<file path="config.mk">
export PLATFORM = sky130hd
export DESIGN_NAME = ifetch_requester_flat
export DESIGN_NICKNAME = d
export VERILOG_FILES = /design/src/rtl/ifetch_requester_if.sv /design/src/rtl/ifetch_requester.sv /design/src/flat_wrapper.sv
export SDC_FILE = /design/constraint.sdc
export NUM_CORES = 1
export LEC_CHECK = 0
export BUFFER_PORTS_ARGS = -buffer_cell sky130_fd_sc_hd__buf_4
export CAP_MARGIN = 20
export CORE_UTILIZATION = 58
export DETAILED_ROUTE_END_ITERATION = 7
export GPL_TIMING_DRIVEN = 0
export PLACE_DENSITY_LB_ADDON = 0.1
export SETUP_SLACK_MARGIN = 0.2
export SLEW_MARGIN = 30
export SYNTH_ARGS = -nofsm -noshare
export SYNTH_HDL_FRONTEND = slang
export SYNTH_SLANG_ARGS = --single-unit
</file>
<file path="constraint.sdc">
create_clock -name clk -period 5.6 [get_ports clk]
set_input_delay 1.12 -clock clk [delete_from_list [all_inputs] [get_ports clk]]
set_output_delay 1.12 -clock clk [all_outputs]
set_load 0.02 [all_outputs]
</file>
<file path="src/rtl/ifetch_requester_if.sv">
// Instruction-bus split-transaction channel between the fetch front end
// (master) and the instruction cache (slave).
interface ifetch_requester_if;
    logic        ibus_valid;
    logic [31:0] ibus_address;
    logic        ibus_uncache;
    logic [1:0]  ibus_size;
    logic        ibus_addr_ok;
    logic        ibus_data_ok;
    logic [31:0] ibus_rdata;

    modport master (
        output ibus_valid, ibus_address, ibus_uncache, ibus_size,
        input  ibus_addr_ok, ibus_data_ok, ibus_rdata
    );

    modport slave (
        input  ibus_valid, ibus_address, ibus_uncache, ibus_size,
        output ibus_addr_ok, ibus_data_ok, ibus_rdata
    );
endinterface

</file>
<file path="src/rtl/ifetch_requester.sv">
// Fetch front end: issues sequential PCs on the instruction bus, tracks in-order
// responses, buffers returned words for decode and squashes stale responses on redirect.
module ifetch_requester #(
    parameter logic [31:0] RESET_PC        = 32'hbfc00000,
    parameter int          FIFO_DEPTH      = 4,
    parameter int          MAX_OUTSTANDING = 2
) (
    input  logic                      clk,
    input  logic                      reset,
    ifetch_requester_if.master        ibus,
    input  logic                      redirect_valid,
    input  logic [31:0]               redirect_pc,
    output logic                      inst_valid,
    output logic [31:0]               inst_pc,
    output logic [31:0]               inst_data,
    input  logic                      inst_ready
);
    localparam int CW = $clog2(MAX_OUTSTANDING + 2);
    localparam int FW = $clog2(FIFO_DEPTH);
    localparam int QW = (MAX_OUTSTANDING > 1) ? $clog2(MAX_OUTSTANDING) : 1;

    logic [31:0]   pc_reg, pc_next, hold_addr_reg, req_addr;
    logic          req_hold_reg, req_hold_next, hold_stale_reg, hold_stale_next;
    logic [CW-1:0] out_reg, out_next, discard_reg, discard_next;
    logic [QW-1:0] q_wr_reg, q_rd_reg;
    logic [FW-1:0] f_wr_reg, f_rd_reg;
    logic [FW:0]   f_cnt_reg;
    logic [31:0]   q_mem  [MAX_OUTSTANDING];
    logic [31:0]   f_pc   [FIFO_DEPTH];
    logic [31:0]   f_data [FIFO_DEPTH];

    logic can_issue, req_valid, accept, resp, drop, push, pop;
    int   credit_sum;

    function automatic logic [QW-1:0] q_inc(input logic [QW-1:0] p);
        return (32'(p) == 32'(MAX_OUTSTANDING - 1)) ? '0 : p + 1'b1;
    endfunction

    // Credits count outstanding requests against free FIFO slots so every kept
    // response is guaranteed a place to land.
    always_comb begin
        credit_sum = int'(out_reg) + int'(f_cnt_reg);
        can_issue  = (credit_sum < FIFO_DEPTH) && (int'(out_reg) < MAX_OUTSTANDING);
        req_valid  = !reset && (req_hold_reg || can_issue);
        req_addr   = req_hold_reg ? hold_addr_reg : pc_reg;
        accept     = req_valid && ibus.ibus_addr_ok;
        resp       = ibus.ibus_data_ok && (out_reg != '0);
        drop       = resp && (discard_reg != '0);
        push       = resp && (discard_reg == '0) && !redirect_valid;
        pop        = inst_valid && inst_ready && !redirect_valid;
    end

    always_comb begin
        out_next      = out_reg + {{(CW-1){1'b0}}, accept} - {{(CW-1){1'b0}}, resp};
        req_hold_next = req_valid && !ibus.ibus_addr_ok;
        // A held request that survived a redirect still carries its old address.
        hold_stale_next = req_hold_next && ((req_hold_reg && hold_stale_reg) || redirect_valid);

        pc_next = pc_reg;
        if (accept && !(req_hold_reg && hold_stale_reg))
            pc_next = pc_reg + 32'd4;
        if (redirect_valid)
            pc_next = redirect_pc & 32'hffff_fffc;

        discard_next = discard_reg - {{(CW-1){1'b0}}, drop};
        if (redirect_valid)
            discard_next = out_next + {{(CW-1){1'b0}}, req_hold_next};
    end

    always_ff @(posedge clk) begin
        if (reset) begin
            pc_reg         <= RESET_PC;
            hold_addr_reg  <= '0;
            req_hold_reg   <= 1'b0;
            hold_stale_reg <= 1'b0;
            out_reg        <= '0;
            discard_reg    <= '0;
            q_wr_reg       <= '0;
            q_rd_reg       <= '0;
            f_wr_reg       <= '0;
            f_rd_reg       <= '0;
            f_cnt_reg      <= '0;
        end else begin
            pc_reg         <= pc_next;
            hold_addr_reg  <= req_addr;
            req_hold_reg   <= req_hold_next;
            hold_stale_reg <= hold_stale_next;
            out_reg        <= out_next;
            discard_reg    <= discard_next;
            if (accept)
                q_wr_reg <= q_inc(q_wr_reg);
            if (resp)
                q_rd_reg <= q_inc(q_rd_reg);
            if (redirect_valid) begin
                f_wr_reg  <= '0;
                f_rd_reg  <= '0;
                f_cnt_reg <= '0;
            end else begin
                if (push)
                    f_wr_reg <= f_wr_reg + 1'b1;
                if (pop)
                    f_rd_reg <= f_rd_reg + 1'b1;
                f_cnt_reg <= f_cnt_reg + {{FW{1'b0}}, push} - {{FW{1'b0}}, pop};
            end
        end
    end

    // Storage arrays carry no reset; pointers and counters define their contents.
    always_ff @(posedge clk) begin
        if (accept)
            q_mem[q_wr_reg] <= req_addr;
        if (push) begin
            f_pc[f_wr_reg]   <= q_mem[q_rd_reg];
            f_data[f_wr_reg] <= ibus.ibus_rdata;
        end
    end

    assign ibus.ibus_valid   = req_valid;
    assign ibus.ibus_address = req_addr;
    assign ibus.ibus_uncache = (req_addr[31:29] == 3'b101);
    assign ibus.ibus_size    = 2'b10;

    assign inst_valid = (f_cnt_reg != '0);
    assign inst_pc    = inst_valid ? f_pc[f_rd_reg]   : 32'd0;
    assign inst_data  = inst_valid ? f_data[f_rd_reg] : 32'd0;

    data_ok_without_request: assert property (
        @(posedge clk) disable iff (reset) !(ibus.ibus_data_ok && (out_reg == '0)));
endmodule

</file>
<file path="src/flat_wrapper.sv">
// flat-port wrapper written by rule: the top's interface ports become plain ports
module ifetch_requester_flat 
#(
    parameter logic [31:0] RESET_PC        = 32'hbfc00000,
    parameter int          FIFO_DEPTH      = 4,
    parameter int          MAX_OUTSTANDING = 2
)
  (clk, reset, redirect_valid, redirect_pc, inst_valid, inst_pc, inst_data, inst_ready, ibus_ibus_valid, ibus_ibus_address, ibus_ibus_uncache, ibus_ibus_size, ibus_ibus_addr_ok, ibus_ibus_data_ok, ibus_ibus_rdata);
  ifetch_requester_if ibus_i ();
  input  logic clk;
  input  logic reset;
  input  logic redirect_valid;
  input  logic [31:0] redirect_pc;
  output logic inst_valid;
  output logic [31:0] inst_pc;
  output logic [31:0] inst_data;
  input  logic inst_ready;
  output wire logic [$bits(ibus_i.ibus_valid)-1:0] ibus_ibus_valid;
  output wire logic [$bits(ibus_i.ibus_address)-1:0] ibus_ibus_address;
  output wire logic [$bits(ibus_i.ibus_uncache)-1:0] ibus_ibus_uncache;
  output wire logic [$bits(ibus_i.ibus_size)-1:0] ibus_ibus_size;
  input wire logic [$bits(ibus_i.ibus_addr_ok)-1:0] ibus_ibus_addr_ok;
  input wire logic [$bits(ibus_i.ibus_data_ok)-1:0] ibus_ibus_data_ok;
  input wire logic [$bits(ibus_i.ibus_rdata)-1:0] ibus_ibus_rdata;
  assign ibus_ibus_valid = ibus_i.ibus_valid;
  assign ibus_ibus_address = ibus_i.ibus_address;
  assign ibus_ibus_uncache = ibus_i.ibus_uncache;
  assign ibus_ibus_size = ibus_i.ibus_size;
  assign ibus_i.ibus_addr_ok = ibus_ibus_addr_ok;
  assign ibus_i.ibus_data_ok = ibus_ibus_data_ok;
  assign ibus_i.ibus_rdata = ibus_ibus_rdata;
  ifetch_requester #(.RESET_PC(RESET_PC), .FIFO_DEPTH(FIFO_DEPTH), .MAX_OUTSTANDING(MAX_OUTSTANDING)) u_core (.clk(clk), .reset(reset), .ibus(ibus_i), .redirect_valid(redirect_valid), .redirect_pc(redirect_pc), .inst_valid(inst_valid), .inst_pc(inst_pc), .inst_data(inst_data), .inst_ready(inst_ready));
endmodule
</file>
== Word-level counts from Yosys, hierarchy flattened ==
Memories as Yosys holds them, arrays and structs flattened. A register that Yosys moved wholly into a read port is not among the register bits.
Index checks and enable logic that the tools add are counted.
Widths: inputs -> output; s select.

* Bits in latches: 0
* Memories: 3
* Word-level logic and storage cells: 73
* Register bits: 79
* Bits of input ports: 70
* Bits in read-only memories: 0
* Bits in writable memories: 320

* Bitwise gates (word level): 0
* Eq/ne operators: 1
* Div/mod/pow operators: 0
* Shift operators: 0
* Reductions and logical operators: 25
* Magnitude comparators: 2
* Multipliers: 0
* Add/sub/neg operators: 12
* Muxes and demuxes: 18

{| class="wikitable"
|+ Memories
! memory !! depth !! width !! read ports !! clocked after Yosys merged registers in !! wr ports !! RTL line !! RTL
|-
| u_core.f_data || 4 || 32 || 1 || 1 || 1 || ifetch_requester.sv:30 || <nowiki>logic [31:0] f_data [FIFO_DEPTH];</nowiki>
|-
| u_core.f_pc || 4 || 32 || 1 || 1 || 1 || ifetch_requester.sv:29 || <nowiki>logic [31:0] f_pc [FIFO_DEPTH];</nowiki>
|-
| u_core.q_mem || 2 || 32 || 1 || 1 || 1 || ifetch_requester.sv:28 || <nowiki>logic [31:0] q_mem [MAX_OUTSTANDING];</nowiki>
|}

{| class="wikitable"
|+ Operator list
! cell !! number
|-
| $mux 32 || 5
|-
| $add 32x3->32 const B || 1
|-
| $lt 32x4->1 const B || 1
|-
| $logic_and 1x1->1 || 13
|-
| $mux 2 || 5
|-
| $mux 1 || 8
|-
| $reduce_bool 2->1 || 3
|-
| $add 2x1->2 || 2
|-
| $add 2x1->2 const B || 2
|-
| $add 2x3->4 || 1
|-
| $logic_not 1->1 || 4
|-
| $sub 2x1->2 || 2
|-
| $add 3x1->3 || 1
|-
| $eq 3x3->1 const B || 1
|-
| $reduce_bool 3->1 || 1
|-
| $sub 3x1->3 || 1
|-
| $add 1x1->1 const B || 2
|-
| $logic_not 2->1 || 1
|-
| $logic_or 1x1->1 || 2
|-
| $lt 2x2->1 const B || 1
|-
| $reduce_or 2->1 || 1
|}

== Depth between registers and ports, before layout ==
Gate-level depths: netlist of the first run.

* Depth after elaboration: 10
* Depth in mapped cells: 9

== Worst setup path after synthesis of the first run ==
OpenSTA, ideal clock, no wires.

* Path kind: input -> register
* Start: input port reset
* End: memory u_core.q_mem[0][0] (enable)
* Stages on the path: 3
* Data arrival time: 3783 ps
* Required time: 5139 ps
* Path slack: 1356 ps
* Library setup time: 461 ps
* Cell sequence: clkbuf_1 > nand2b_1 > nor3_1

* Cells in the longest elaborated chain, start to end: 5

{| class="wikitable"
|+ RTL lines
! element !! RTL line !! RTL
|-
| start: declaration || flat_wrapper.sv:11 || <nowiki>input logic reset;</nowiki>
|-
| $logic_not 1->1 || ifetch_requester.sv:44 || <nowiki>req_valid = !reset && (req_hold_reg || can_issue);</nowiki>
|-
| $logic_and 1x1->1 || ifetch_requester.sv:44 ||
|-
| $logic_and 1x1->1 || ifetch_requester.sv:46 || <nowiki>accept = req_valid && ibus.ibus_addr_ok;</nowiki>
|-
| $mux 1 || ifetch_requester.sv:110 || <nowiki>if (accept)</nowiki>
|-
| $mux 1 (not written as such) || ifetch_requester.sv:111 || <nowiki>q_mem[q_wr_reg] <= req_addr;</nowiki>
|-
| end: declaration || ifetch_requester.sv:28 ||
|}

No other way between the ends.

== Final worst setup path of the first run ==
* Start: input port reset
* End: output port ibus_ibus_valid

* Cells in the longest elaborated chain, start to end: 2

{| class="wikitable"
|+ RTL lines
! element !! RTL line !! RTL
|-
| $logic_not 1->1 || ifetch_requester.sv:44 ||
|-
| $logic_and 1x1->1 || ifetch_requester.sv:44 ||
|-
| end: declaration || flat_wrapper.sv:18 || <nowiki>output wire logic [$bits(ibus_i.ibus_valid)-1:0] ibus_ibus_valid;</nowiki>
|}

No other way between the ends.

==> reports/metrics.cfg, run 1 <==
[drt]
wire_per_inst_um=20.4
drt_iter0_drc=638
drt-pass1-iter-count=5
dr_total_vias=8584
vias_per_cell=5.62
ant_nets=0
drt_wl_total_um=31100
drc_errors=0

[power]
p_sw_share_pct=22.9
power_mw=6.73
comb_power_share_pct=11.7
p_leak_nw=6.67
powerDensity_nw_per_um2=356
intPower_mw=5.19
netSwitchingPower_mw=1.54
p_seq_share_pct=51.6
p_clk_share_pct=36.7
vdd_drop_max_mv=0.284

[worst_setup_path]
crit_family=buffers and inverters
r2r_cells=4
slowest_stage=clkbuf_1
timing.rr.end=u_core.f_pc[3][18]
critPathLaunchType=input port
rr_startpoint=u_core.out_reg[1]
path_buf_inv=5
worstPathArrival_ns=2.85
cp-startpoint=reset
worstPathRequired_ns=4.48
crit_chain=buf_4 -> clkbuf_1 -> clkbuf_1 -> clkbuf_1 -> nor2_1 -> buf_4
crit_fanout=10
endpoint_kind=output port
critPathKind=input port to output port
ff2ff_setup_slack_ns=2.94
cp_slowest_stage_delay_ns=0.49
cpMostUsedCell=clkbuf_1

[synthesis]
synthArstFlopShare_pct=0
synth_top_area_share_pct=60.5
synth.most_common_cell=edfxtp_1
synth_top_family_by_area=multiplexers
muxShareOfSynthArea_pct=13.5
synth-compound-area-share_pct=2.52
yosys_most_used_dff=edfxtp_1
synth_seq_cells=400
yosysWarnings=0
synthAdderAreaFrac_pct=0.992
synthesis.area_um2=15900
syn_nets=1022
yosys.area_share.simple_pct=8.57
synthXorXnorAreaFrac_pct=1.76
ys_types=55
ys_seq_area_share_pct=70.6
synth.area.top_cells=edfxtp_1 60%, dfxtp_1 10%, mux4_2 9.1%
synthTopCellsByCount=320 x edfxtp_1, 80 x dfxtp_1, 73 x and2_1
syn_inst=940
avgSynthCellArea_um2=16.9
synth_top_cell_by_area=edfxtp_1
synth_edf_count=320

[clocking]
cts_setup_buffers=0
clock_sinks=400
root_buffer=clkbuf_16
cts_tree=yes
h-tree-depth=2
cts_hold_buf=0
cts_buffers=41
cts_resized=0
clockBufferDepth=3
clk_pin_slew_ns=0.06
clk_latency_ns=0.52

[run_status]
status=finished, final reports clean

[placed_design]
dp_hpwl_um=21100
gp_congestion=0.891
place_area_um2=17700
io_buffers=165

[timing]
fin_crit_sh_pct=71.0
maxSlewHeadroom_pct=46.0
fin_skew_ns=0.0119
worst_slew_pin_slew_ns=0.803
rsz0062_at_grt=no
period_minus_slack_ns=3.97
fmax_mhz=252
drv_slew=0
finalSetupViolations=0
finalHoldViolCount=0

[global_route]
grt_overflow=0
first_global_vias=8522
grt_start_max_net_pins=40
grt_pass1_wl_um=48500
grt_antenna_before_repair=0
grt.total_usage_pct=22.9

[floorplan]
initial_core_util_pct=59.1
die_x_um=168
rows=60
die-area_um2=28100
design.core.area_um2=26900
io_pins=171
die_y_um=168

[layout]
utilization_pct=70.4
fin_nets=1239
num_antenna_cells=0
area.growth.synth_to_final_pct=19.1
largestRegisters=u_core.f_data: 128 flops, u_core.f_pc: 128 flops, u_core.q_mem: 64 flops
drive_above_1_share_pct=31.9
final_area_um2=18900

[hold_path]
holdCritPathClass=register to register
holdPathStages=2
hold_start=u_core.q_rd_reg

[job]
max_cap_viol_count=0

==> cell families (layout without fill, tap and decap cells) <==
logic type | Yosys count | in the layout
compound gates | 62 | 62
xor+xnor | 32 | 32
fa+ha+maj | 12 | 12
buf+inv | 76 | 322
flops | 400 | 400
mux | 127 | 127
other cells | 2 | 2
simple gates | 229 | 229
==> power groups by stage <==
| stage | sequential, mW | clock, mW | combinational, mW |
|---|---|---|---|
| 2_1_floorplan | 3.52 | 0 | 0.505 |
| 3_3_place_gp | 3.54 | 0 | 0.758 |
| 3_5_place_dp | 3.54 | 0 | 0.789 |
| 4_1_cts | 3.47 | 2.51 | 0.795 |
| 5_1_grt | 3.48 | 2.64 | 0.854 |
| 6_report | 3.47 | 2.47 | 0.786 |
==> metal layers <==
metal / track usage (%) / up-vias / share of wire [%]
li1: - / 4014 / -
met3: 3.85 / 38 / 5.4
met1: 32.9 / 4272 / 45
met2: 36.7 / 260 / 48
met4: 5.90 / 0 / 1.7
met5: 0 / - / 0
==> tightest hold or removal path, cell delays in order, from the launching register on <==
cell and delay (ns):
dfxtp_1 0.32, xor2_1 0.08, nor2_1 0.08
==> layout by cell type, fill, tap and decap left out, types with 7 or more instances in the layout <==
cell,synthesis,routed
clkbuf_1,29,38
clkinv_2,0,8
nor3_1,13,12
clkbuf_16,0,41
buf_2,7,7
nand3_1,15,15
xor2_1,13,13
dfxtp_1,80,80
nand4_1,9,9
mux2_2,58,58
edfxtp_1,320,320
and2_1,73,68
a21oi_1,19,19
ha_1,11,11
buf_4,2,170
nand2_1,15,15
clkinv_1,0,11
mux4_2,64,64
nor2b_1,35,35
nor2_1,33,33
xnor2_1,19,19
o21a_1,11,11
o21ai_0,12,12
inv_1,26,26
buf_1,9,9
==> per-stage QoR <==
stage,instances,hold WS (ns),setup slack (ns),TNS [ns]
3_3_place_gp,1446,0.487,-0.589,-18.73
5_1_grt,1527,0.549,1.51,0
4_1_cts,1527,0.510,1.61,0
3_5_place_dp,1455,0.499,1.65,0
6_report,1527,0.510,1.63,0
2_1_floorplan,940,0.472,1.36,0
==> cell type report <==
| type | count | area (um^2) |
|---|---|---|
| Inverter | 26 | 97.6 |
| Clock inverter | 22 | 150 |
| Timing Repair Buffer | 174 | 1390 |
| Tap cell | 341 | 427 |
| Multi-Input combinational cell | 464 | 4370 |
| Buffer | 50 | 226 |
| Clock buffer | 50 | 1060 |
| Sequential cell | 400 | 11200 |
| Fill cell | 1838 | 7950 |
==> how the worst max path moves through the flow <==
stage / to / cells past startpoint / slack (ns)
3_3_place_gp: u_core.q_mem[0][12] / 4 / -0.59
5_1_grt: ibus_ibus_valid / 6 / 1.51
3_5_place_dp: ibus_ibus_valid / 6 / 1.65
4_1_cts: inst_pc[14] / 5 / 1.61
6_report: ibus_ibus_valid / 6 / 1.63
2_1_floorplan: u_core.q_mem[0][0] / 3 / 1.36
(Power assumes the default switching activity.)
==> inputs of run 2 (changes only) <==
clock period = 3.8 ns   (was 5.6 ns; I/O delays follow)
==> run 2 against run 1 <==
  * Total power grew 51%
  * Highest routed layer unchanged
  * Non-clock buffer count did not move
  * Register-to-register slack worse by 1.8 ns
  * Utilization rose by 0.44 points
  * Clock power increased by 58%
  * Design area increased by 0.63%
  * First-iteration DRC count is 8.3% higher
  * Sequential power is 48% higher
  * Sequential cell count stayed put
==> reports/metrics.cfg, run 2 (synthesized netlist as in run 1, its figures left out) <==
[run_status]
status=finished, final reports clean

[placed_design]
dp_hpwl_um=21100  ; about the same
gp_congestion=0.901  ; +1.2%
dp_slack_ns=0.582  ; -1.07 ns
io_buffers=165  ; unchanged
place_area_um2=17700  ; about the same

[layout]
drive_above_1_share_pct=32.7  ; +0.87 points
final_cell_mix=320 x edfxtp_1, 167 x buf_4, 80 x dfxtp_1
multi_input_area_um2=4370  ; +0.14%
regArea_um2=11200  ; unchanged
fin_nets=1238  ; -0.081%
utilization_pct=70.9  ; +0.44 points
layout_commonest_cell=edfxtp_1
fill_cells=1767  ; -3.9%
largestRegisters=u_core.f_data: 128 flops, u_core.f_pc: 128 flops, u_core.q_mem: 64 flops
area.growth.synth_to_final_pct=19.9
final_area_um2=19000  ; +0.63%
num_antenna_cells=0  ; unchanged

[clocking]
clockBufferDepth=3  ; unchanged
cts_tree=yes
clk_latency_ns=0.53  ; about the same
cts_buffers=40  ; -2.4%
cts_setup_buffers=0  ; unchanged
root_buffer=clkbuf_16
clock_sinks=400  ; unchanged
clk_pin_slew_ns=0.06  ; about the same
h-tree-depth=2  ; unchanged

[drt]
ant_nets=0  ; unchanged
drt_wl_total_um=31400  ; +0.81%
drc_errors=0  ; unchanged
vias_per_cell=5.72  ; +1.8%
drt-pass1-iter-count=5  ; unchanged
dr_total_vias=8734  ; +1.7%
wire_per_inst_um=20.6  ; +0.87%
drt_iter0_drc=691  ; +8.3%

[hold_path]
holdCritPathClass=input port to register
hold_start=ibus_ibus_rdata[18]
whs_endpoint=u_core.f_data[1][18]
holdPathStages=1  ; -1

[timing]
fmax_mhz=293
finalSetupViolations=0  ; unchanged
finalHoldViolCount=0  ; unchanged
worst_slew_pin_slew_ns=0.840  ; +0.0370 ns
rsz0062_at_grt=no
drv_slew=0  ; unchanged
finalSetupTns_ns=0  ; unchanged
maxSlewHeadroom_pct=43.5  ; -2.5 points
fin_crit_sh_pct=89.7
period_minus_slack_ns=3.41
whs_ns=0.436  ; -0.0737 ns
finalWorstSetupSlack_ns=0.391  ; -1.24 ns
fin_skew_ns=0.0138  ; +0.00185 ns

[worst_setup_path]
timing.rr.end=u_core.f_data[2][23]
critPathLaunchType=register
r2r_cells=4  ; unchanged
ff2ff_setup_slack_ns=1.11  ; -1.83 ns
endpoint_kind=output port
crit_fanout=10  ; unchanged
rr_startpoint=u_core.out_reg[1]
critPathKind=register to output port
worstPathRequired_ns=3.04  ; -1.44 ns
worstPathArrival_ns=2.65  ; -0.20 ns

[global_route]
grt.total_usage_pct=23.0  ; +0.15 points
grt_antenna_before_repair=0  ; unchanged
grtUsageMet3_pct=3.55  ; -0.31 points
grt_pass1_wl_um=49000  ; +1.0%
gr-usage-met2_pct=38.0  ; +1.3 points
grt_overflow=0  ; unchanged
grt_start_max_net_pins=36  ; -10%
met1_usage_pct=31.8  ; -1.2 points
grt-busiest-layer=met2
first_global_vias=8824  ; +3.5%

[power]
vdd_drop_max_mv=0.318  ; +12%
powerDensity_nw_per_um2=535  ; +51%
p_leak_nw=6.73  ; +0.88%

[floorplan]
io_pins=171  ; unchanged
design.core.area_um2=26900  ; unchanged
rows=60  ; unchanged
initial_core_util_pct=59.1  ; unchanged
die-area_um2=28100  ; unchanged
die_x_um=168  ; unchanged
die_y_um=168  ; unchanged

[job]
max_cap_viol_count=0  ; unchanged

[run 2: layout make-up]
type | instances | share of cell area [%]
Buffer | 50 | 1.20
Clock buffer | 49 | 5.65
Clock inverter | 22 | 1.24
Inverter | 26 | 0.512
Multi-Input combinational cell | 464 | 23.0
Sequential cell | 400 | 58.9
Tap cell | 341 | 2.24
Timing Repair Buffer | 174 | 7.33
[run 2: metal layers]
metal,wire (um),vias to the layer above
met3,1770,56
met2,15300,280
met1,13500,4385
met4,842,0
met5,0,-
li1,-,4013
[run 2: power breakdown]
group | switching (mW) | internal, mW
clock network | 1.56 | 2.35
registers | 0.0897 | 5.03
logic | 0.657 | 0.504
[run 2: how the worst max path moves through the flow]
stage | to | depth (start not counted) | from | slack [ns]
2_1_floorplan | u_core.f_data[1][0] | 3 | redirect_valid | 0.34
6_report | inst_pc[12] | 5 | register | 0.39
4_1_cts | inst_pc[12] | 5 | register | 0.32
3_5_place_dp | ibus_ibus_valid | 6 | reset | 0.58
5_1_grt | inst_pc[12] | 5 | register | 0.23
3_3_place_gp | u_core.f_pc[0][12] | 3 | redirect_valid | -1.21
[run 2: what timing repair did]
item	in CTS	in global routing
hold buffers	0	0
setup endpoints to repair	1	0
resized for setup	1	0
[run 2: worst max-delay path, stage by stage, from the launching register on]
cell and delay, ns:
dfxtp_1 0.30, clkbuf_1 0.48, clkbuf_1 0.58, mux4_2 0.42, and2_1 0.18, buf_4 0.16
[run 2: metrics by stage]
stage	instances	power [mW]
final	1526	10.2
after global routing	1526	10.5
after CTS	1526	10.3
after detailed placement	1455	6.38
after global placement	1446	6.34
after floorplan	940	5.93
==> inputs of run 3 (changes only) <==
CORE_UTILIZATION = 53   (was 58)
CTS_CLUSTER_DIAMETER = 80   (was not set)
==> run 3 against run 2 <==
  * Maximum frequency decreased by 0.14%
  * Critical path depth did not move
  * Cell count is 3.7% higher
  * Combinational power about the same
  * Global-route usage down 2.2 points
  * Worst setup slack got worse by 0.0047 ns
  * Via count is 2.3% lower
  * Clock-buffer cell count grew 10
  * Sequential share of layout area down 0.29 points
  * Highest routed layer unchanged
==> reports/metrics.cfg, run 3 (synthesized netlist as in run 1, its figures left out) <==
[run_status]
status=finished, final reports clean

[global_route]
first_global_vias=8570  ; -2.9%
grt_start_max_net_pins=39  ; +8.3%
grt_overflow=0  ; unchanged
grt_pass1_wl_um=48600  ; -0.75%
grt.total_usage_pct=20.9  ; -2.2 points
grt_antenna_before_repair=0  ; unchanged

[clocking]
cts_setup_buffers=0  ; unchanged
clockBufferDepth=3  ; unchanged
root_buffer=clkbuf_16
cts_tree=yes
cts_buffers=43  ; +7.5%
clk_pin_slew_ns=0.06  ; about the same
clock_sinks=400  ; unchanged
h-tree-depth=2  ; unchanged
clk_latency_ns=0.54  ; about the same

[drt]
dr_total_vias=8536  ; -2.3%
vias_per_cell=5.40  ; -5.7%
drc_errors=0  ; unchanged
drt-pass1-iter-count=5  ; unchanged
wire_per_inst_um=19.8  ; -3.8%
drt_iter0_drc=576  ; -17%
drt_wl_total_um=31300  ; -0.27%
ant_nets=0  ; unchanged

[placed_design]
place_inst=1503  ; +3.3%
gp_congestion=0.891  ; -1.2%
dp_hpwl_um=20700  ; -1.5%
io_buffers=165  ; unchanged

[timing]
worst_slew_pin_slew_ns=0.819  ; -0.0213 ns
finalSetupViolations=0  ; unchanged
maxSlewHeadroom_pct=45.0  ; +1.4 points
whs_ns=0.421  ; -0.0157 ns
drv_slew=0  ; unchanged
fmax_mhz=293  ; -0.14%
rsz0062_at_grt=no
fin_skew_ns=0.0127  ; -0.00110 ns
period_minus_slack_ns=3.41  ; +0.00471 ns
finalHoldViolCount=0  ; unchanged
fin_crit_sh_pct=89.8  ; +0.12 points

[floorplan]
die_x_um=175  ; +4.6%
initial_core_util_pct=53.7  ; -5.4 points
rows=63  ; +5.0%
die_y_um=175  ; +4.6%
io_pins=171  ; unchanged
design.core.area_um2=29600  ; +10%
die-area_um2=30700  ; +9.3%

[layout]
layout_commonest_cell=edfxtp_1
utilization_pct=64.7  ; -6.1 points
area.growth.synth_to_final_pct=20.5
drive_above_1_share_pct=32.4  ; -0.36 points
fin_nets=1240  ; +0.16%
num_antenna_cells=0  ; unchanged
stdcell_count=1582  ; +3.7%
final_cell_mix=320 x edfxtp_1, 167 x buf_4, 80 x dfxtp_1
largestRegisters=u_core.f_data: 128 flops, u_core.f_pc: 128 flops, u_core.q_mem: 64 flops

[worst_setup_path]
worstPathRequired_ns=3.04  ; about the same
critPathLaunchType=register
timing.rr.end=u_core.f_pc[1][14]
critPathKind=register to output port
slowest_stage=clkbuf_1
cp_slowest_stage_delay_ns=0.62  ; +0.04 ns
endpoint_kind=output port
worstPathArrival_ns=2.65  ; about the same
rr_startpoint=u_core.out_reg[1]
crit_fanout=10  ; unchanged
ff2ff_setup_slack_ns=1.11  ; about the same
cpMostUsedCell=clkbuf_1
crit_chain=clkbuf_1 -> clkbuf_1 -> mux4_2 -> and2_1 -> buf_4
r2r_cells=4  ; unchanged

[power]
vdd_drop_max_mv=0.397  ; +25%
powerDensity_nw_per_um2=535  ; about the same
p_leak_nw=6.74  ; about the same
power_mw=10.2  ; +0.43%

[hold_path]
holdPathStages=1  ; unchanged
whs_endpoint=u_core.f_data[0][18]
holdCritPathClass=input port to register
hold_start=ibus_ibus_rdata[18]

[job]
max_cap_viol_count=0  ; unchanged

==> run 3: power breakdown <==
part           switching [mW]  leakage [nW]  internal (mW)  total (mW)
Clock                    1.63         0.660           2.33        3.96
Combinational           0.655          2.52          0.504        1.16
Sequential             0.0872          3.56           5.03        5.12
==> run 3: worst max-delay path by stage <==
stage                                      to  slack (ns)
final                             inst_pc[13]        0.39
after floorplan           u_core.f_data[1][0]        0.34
after global placement     u_core.f_pc[3][13]       -1.19
after CTS                         inst_pc[13]        0.30
after detailed placement      ibus_ibus_valid        0.52
after global routing              inst_pc[19]        0.24
==> run 3: routing by layer <==
metal / part of all wire [%] / global-route usage, % / vias up
li1: - / - / 4022
met1: 46 / 29.6 / 4250
met2: 48 / 33.8 / 223
met3: 4.5 / 3.48 / 41
met4: 1.6 / 5.29 / 0
met5: 0 / 0 / -
==> run 3: through the flow <==
| step | TNS (ns) | worst slack, ns | instance area [um^2] |
|---|---|---|---|
| finish | 0 | 0.386 | 19100 |
| global route | 0 | 0.238 | 19100 |
| CTS | 0 | 0.299 | 19100 |
| detailed placement | 0 | 0.525 | 17800 |
| global placement | -308.49 | -1.19 | 17600 |
| floorplan | 0 | 0.340 | 15900 |
==> run 3: critical path, delay by kind of cell (launching register included) <==
kind / cells / cell delay (ns)
flops: 1 / 0.30
simple gates: 1 / 0.18
buf+inv: 3 / 1.23
mux: 1 / 0.41
==> run 3: cell type report <==
class / instances / area (um^2)
fillers: 2141 / 10400
repair buffers: 173 / 1390
clock inverters: 20 / 166
inverters: 26 / 97.6
clock buffers: 59 / 1190
well taps: 390 / 488
plain buffers: 50 / 228
flip-flops and latches: 400 / 11200
multi-input cells: 464 / 4370
==> run 3: repair_timing <==
| action | in CTS | in global routing |
|---|---|---|
| endpoints found under the setup margin | 8 | 0 |
| hold buffers | 0 | 0 |
| gates resized for setup | 1 | 0 |
